===== src/rtl/uart_cfg_sequencer.sv =====
// Round-robin sharer of the UART config-register port: latches the winning requester's
// payload and replays it as single-cycle cfg_en writes to ctrl (0x00), isr (0x04) and cd (0x08).
module uart_cfg_sequencer #(
  parameter int unsigned N_REQ      = 2,
  parameter int unsigned SETTLE_CYC = 2
) (
  input  logic                       CLK,
  input  logic                       RESET,
  input  logic [N_REQ-1:0]           req_valid_i,
  output logic [N_REQ-1:0]           req_ready_o,
  input  logic [3*N_REQ-1:0]         req_mask_i,
  input  logic [7*N_REQ-1:0]         req_ctrl_i,
  input  logic [2*N_REQ-1:0]         req_isr_i,
  input  logic [20*N_REQ-1:0]        req_baud_i,
  output logic [7:0]                 PADDR,
  output logic                       cfg_en,
  output logic [6:0]                 ctrl_o,
  output logic [3:0]                 state_isr_o,
  output logic [19:0]                desired_baud_rate,
  output logic                       busy_o,
  output logic                       done_o,
  output logic [$clog2(N_REQ)-1:0]   grant_id_o
);

  localparam int unsigned GW    = $clog2(N_REQ);
  localparam int unsigned CNT_W = 4;

  typedef enum logic [1:0] {IDLE, WRITE, GAP, DONE} state_t;

  state_t           state;
  logic [2:0]       mask_q;
  logic [GW-1:0]    rr_ptr;
  logic [CNT_W-1:0] gap_cnt;

  logic             grant_vld_c;
  logic [GW-1:0]    grant_c;
  logic [2:0]       sel_mask_c;
  logic [6:0]       sel_ctrl_c;
  logic [1:0]       sel_isr_c;
  logic [19:0]      sel_baud_c;
  logic [7:0]       offset_c;
  logic [2:0]       remain_c;

  // First valid requester at or after the round-robin pointer, cyclically
  always_comb begin
    int unsigned idx;
    idx         = 0;
    grant_vld_c = 1'b0;
    grant_c     = '0;
    for (int unsigned i = 0; i < N_REQ; i++) begin
      idx = 32'(rr_ptr) + i;
      if (idx >= N_REQ) idx = idx - N_REQ;
      if (!grant_vld_c && req_valid_i[GW'(idx)]) begin
        grant_vld_c = 1'b1;
        grant_c     = GW'(idx);
      end
    end
  end

  // Payload mux for the granted requester
  always_comb begin
    sel_mask_c = '0;
    sel_ctrl_c = '0;
    sel_isr_c  = '0;
    sel_baud_c = '0;
    for (int unsigned i = 0; i < N_REQ; i++) begin
      if (grant_c == GW'(i)) begin
        sel_mask_c = req_mask_i[i*3 +: 3];
        sel_ctrl_c = req_ctrl_i[i*7 +: 7];
        sel_isr_c  = req_isr_i[i*2 +: 2];
        sel_baud_c = req_baud_i[i*20 +: 20];
      end
    end
  end

  // Lowest pending mask bit selects the register offset
  always_comb begin
    offset_c = 8'h08;
    remain_c = mask_q & 3'b011;
    if (mask_q[0]) begin
      offset_c = 8'h00;
      remain_c = mask_q & 3'b110;
    end else if (mask_q[1]) begin
      offset_c = 8'h04;
      remain_c = mask_q & 3'b100;
    end
  end

  always_ff @(posedge CLK or posedge RESET) begin
    if (RESET) begin
      state             <= IDLE;
      mask_q            <= '0;
      rr_ptr            <= '0;
      gap_cnt           <= '0;
      req_ready_o       <= '0;
      PADDR             <= 8'h00;
      cfg_en            <= 1'b0;
      ctrl_o            <= 7'b000_0011;
      state_isr_o       <= 4'h0;
      desired_baud_rate <= 20'd115200;
      busy_o            <= 1'b0;
      done_o            <= 1'b0;
      grant_id_o        <= '0;
    end else begin
      req_ready_o <= '0;
      cfg_en      <= 1'b0;
      done_o      <= 1'b0;
      unique case (state)
        IDLE: begin
          if (grant_vld_c) begin
            req_ready_o       <= N_REQ'(1) << grant_c;
            grant_id_o        <= grant_c;
            mask_q            <= sel_mask_c;
            ctrl_o            <= sel_ctrl_c;
            state_isr_o       <= {sel_isr_c, 2'b00};
            desired_baud_rate <= sel_baud_c;
            busy_o            <= 1'b1;
            state             <= (sel_mask_c == 3'b000) ? DONE : WRITE;
          end
        end
        WRITE: begin
          cfg_en <= 1'b1;
          PADDR  <= offset_c;
          mask_q <= remain_c;
          if (remain_c == 3'b000) begin
            state <= DONE;
          end else if (SETTLE_CYC == 0) begin
            state <= WRITE;
          end else begin
            gap_cnt <= CNT_W'(SETTLE_CYC - 1);
            state   <= GAP;
          end
        end
        GAP: begin
          if (gap_cnt == '0) state <= WRITE;
          else               gap_cnt <= gap_cnt - CNT_W'(1);
        end
        DONE: begin
          done_o <= 1'b1;
          busy_o <= 1'b0;
          rr_ptr <= (grant_id_o == GW'(N_REQ - 1)) ? '0 : grant_id_o + GW'(1);
          state  <= IDLE;
        end
        default: state <= IDLE;
      endcase
    end
  end

endmodule


===== config.mk =====
export PLATFORM = sky130hd
export DESIGN_NAME = uart_cfg_sequencer
export DESIGN_NICKNAME = d
export VERILOG_FILES = /design/src/rtl/uart_cfg_sequencer.sv
export SDC_FILE = /design/constraint.sdc
export NUM_CORES = 1
export LEC_CHECK = 0
export ABC_CLOCK_PERIOD_IN_PS = 2700
export BUFFER_PORTS_ARGS = -buffer_cell sky130_fd_sc_hd__buf_4
export CORE_UTILIZATION = 49
export CTS_CLUSTER_SIZE = 16
export DETAILED_ROUTE_END_ITERATION = 8
export PLACE_DENSITY_LB_ADDON = 0.12
export REMOVE_ABC_BUFFERS = 1
export SLEW_MARGIN = 10
export SYNTH_ARGS = -nofsm -noshare
export SYNTH_HDL_FRONTEND = slang
export SYNTH_SLANG_ARGS = --single-unit
export TNS_END_PERCENT = 50

===== constraint.sdc =====
create_clock -name CLK -period 2.7 [get_ports CLK]
set_clock_uncertainty 0.05 [all_clocks]
set_input_delay 0.405 -clock CLK [delete_from_list [all_inputs] [get_ports CLK]]
set_output_delay 0.405 -clock CLK [all_outputs]
set_load 0.005 [all_outputs]

==> results by group <==
Status
  – Status: finished, final reports clean

STA
  – Unrepaired setup endpoints after global routing: no
  – Setup Viol. Count Final: 0
  – Final Hold Fails: 0
  – Worst Tran Pin Value: 1.19 ns
  – Final worst-path cycle share: between 70% and 80%
  – Fin Setup TNS: 0 ns
  – Final WS setup: 0.742 ns
  – Slew margin rel.: 20.3%
  – Fin. max-slew vios: 0
  – Final min period: 1.96 ns
  – Fmax achieved: 511 MHz

Worst setup path
  – Crit path capture type: register
  – Crit path kind: register to register
  – Reg2reg end: ctrl_o[1]$_DFFE_PP1P_
  – Reg-to-Reg Start: state[0]$_DFFE_PP0P_
  – Cells on worst reg2reg path: 2
  – Worst reg2reg setup slack: ~0.74 ns
  – Critical Path AT: 2.14 ns
  – Crit start category: register
  – CP required: 2.88 ns
  – CP Max Fanout: 31

Clocking
  – Cts hold-fix bufs: 0
  – Clock Pin Slew Worst Setup and Hold Paths: around 0.08 ns
  – CTS resizes: 0
  – Post CTS Setup Buffer Count: 0
  – CTS tree: done
  – Clock root buffer master: clkbuf_8
  – Clk Latency, worst-skew pair: ~0.29 ns
  – Clock Sinks: 47
  – Clock Tree Buf Depth: 2
  – CTS buffer count: 5
  – CTS H-tree lvls: 2

Placement
  – I/O Buffers: 104
  – GP Congestion: 0.745
  – Placed cell count: 335
  – Dpl hpwl: between 3 and 4 mm
  – Worst slack at placement: roughly 0.62 ns
  – Area after DPL: 0.00296 mm2

GRT
  – Vias in the first global route: 1777
  – First-pass GRT wire length: 8.58 mm
  – Overflow after GRT: 0
  – GRT Util Overall: 22.3%
  – Largest net degree at the start of global routing: 32
  – Initial antenna violation count: 0

Synthesis
  – Synth warn: 0
  – Synth Cell Area: 0.00223 mm2
  – Register bit total from synthesis: 47
  – Seq/Total Area, Yosys: 53.1%
  – Most area-consuming cells after synthesis: dfrtp_1 46%, a221o_1 13%, and2_1 7.3%
  – Yosys cell types: 38
  – Synth Area per Inst: 11.7 um2
  – Post-synth EDFFs: 0
  – Primary FF master, synth: dfrtp_1
  – Cell taking the most area after synthesis: dfrtp_1
  – Async S/R FF share, synth: 100%
  – Synth Instances: 190
  – Area share of the largest cell type after synthesis: between 40% and 50%

Flow run
  – MaxCap Viol Count: 0

Drt
  – First drt pass iteration count: 4
  – DRT iter0 DRCs: 115
  – Drt drc: 0
  – Wirelength per Cell: 15.1 um
  – Routed Antenna Nets: 0
  – Vias post-DR: 1811
  – Vias per inst: 5.28
  – WL final: 5.18 mm

Finish
  – Area of the multi-input gates: 877 um2
  – Fill count: 348
  – Share of cells above drive strength 1: between 40% and 50%
  – Fin cells: 343
  – Layout overhead on the synthesized area: 37.1%
  – Diode count: 0
  – Final instance area: 0.00306 mm2
  – Most common cell after layout, fill and taps aside: buf_4
  – Register area: 0.00118 mm2
  – Commonest non-fill, non-tap cells in the layout: 107 x buf_4, 41 x dfrtp_1, 29 x a221o_1
  – Final net count: 359

Floorplanning
  – I/O pins: 113
  – Die X: roughly 70 um
  – Die area: about 0.0048 mm2
  – Core Rows: 24
  – Starting Density: roughly 51%
  – Die H: 69.5 um
  – Total core area: 0.00435 mm2

Pwr
  – Leakage: 1.53 nW
  – Peak VDD IR: 0.525 mV
  – Pwr Density: 1050 mW/mm2

Worst hold path
  – Hold WC Path Type: input port to asynchronous set/reset pin
[synthesized netlist by cell type (2+ instances only)]
cell type,instances
a21o_1,2
a21oi_1,3
a221o_1,29
and2_0,3
and2_1,26
buf_2,4
buf_4,9
buf_6,7
dfrtp_1,41
dfstp_2,6
inv_1,7
mux2i_1,5
nand2_1,10
nand3_1,2
nor2_1,4
nor3_1,3
o21a_1,2
o21ai_0,4
o21ai_2,2
o22ai_1,2
o31ai_1,2
[power breakdown]
group / switching (mW) / leakage [nW] / internal [mW]
registers: 0.236 / 0.576 / 1.07
clock network: 0.221 / 0.0515 / 0.234
logic: 0.619 / 0.906 / 0.837
[sequential cells by signal (all words and copies together) (netlist names)]
name	count
desired_baud_rate	20
ctrl_o	7
gap_cnt	4
mask_q	3
PADDR	2
req_ready_o	2
state	2
state_isr_o	2
busy_o	1
cfg_en	1
done_o	1
grant_id_o	1
rr_ptr	1
[per-stage QoR]
stage	utilization (%)	power, mW	hold WS (ns)
after detailed placement	68.0	2.78	0.417
after global placement	68.0	2.73	0.413
final	70.3	3.21	0.101
after global routing	70.3	3.45	0.142
after CTS	70.3	3.25	0.112
after floorplan	-	2.07	0.421
[area by class of cell]
| class | instances | area share [%] |
|---|---|---|
| sequential | 47 | 38.7 |
| multi-input combinational | 121 | 28.7 |
| timing repair buffer | 107 | 26.3 |
| clock buffer | 8 | 3.27 |
| tap | 52 | 2.13 |
| inverter | 8 | 0.982 |
[how the worst max path moves through the flow]
stage / from / end / cells after the start
2_1_floorplan: state[0]$_DFFE_PP0P_ / ctrl_o[0]$_DFFE_PP1P_ / 4
3_3_place_gp: req_valid_i[0] / ctrl_o[0]$_DFFE_PP1P_ / 5
3_5_place_dp: req_valid_i[0] / desired_baud_rate[13]$_DFFE_PP0P_ / 5
4_1_cts: state[0]$_DFFE_PP0P_ / state_isr_o[2]$_DFFE_PP0P_ / 2
5_1_grt: state[0]$_DFFE_PP0P_ / state_isr_o[3]$_DFFE_PP0P_ / 2
6_report: state[0]$_DFFE_PP0P_ / ctrl_o[1]$_DFFE_PP1P_ / 2
[metal layers]
layer	global-route usage [%]	wire length (um)	up-vias
li1	-	-	871
met1	30.5	2350	866
met2	35.3	2460	68
met3	6.69	315	6
met4	4.76	46	0
met5	0	0	-
[cells by family after synthesis]
logic type | Yosys count | synth area share (%)
other | 1 | 0.168
and+or+nand+nor | 55 | 14.5
DFF | 47 | 53.1
muxes | 5 | 2.24
buffers and inverters | 29 | 8.97
adders and majority gates | 2 | 1.01
AOI/OAI and AO/OA | 51 | 20.0
[critical path, stage by stage (launching register included)]
cell and delay, ns:
dfrtp_1 0.51, nor3_4 1.01, a221o_1 0.31
(Power assumes the default switching activity.)
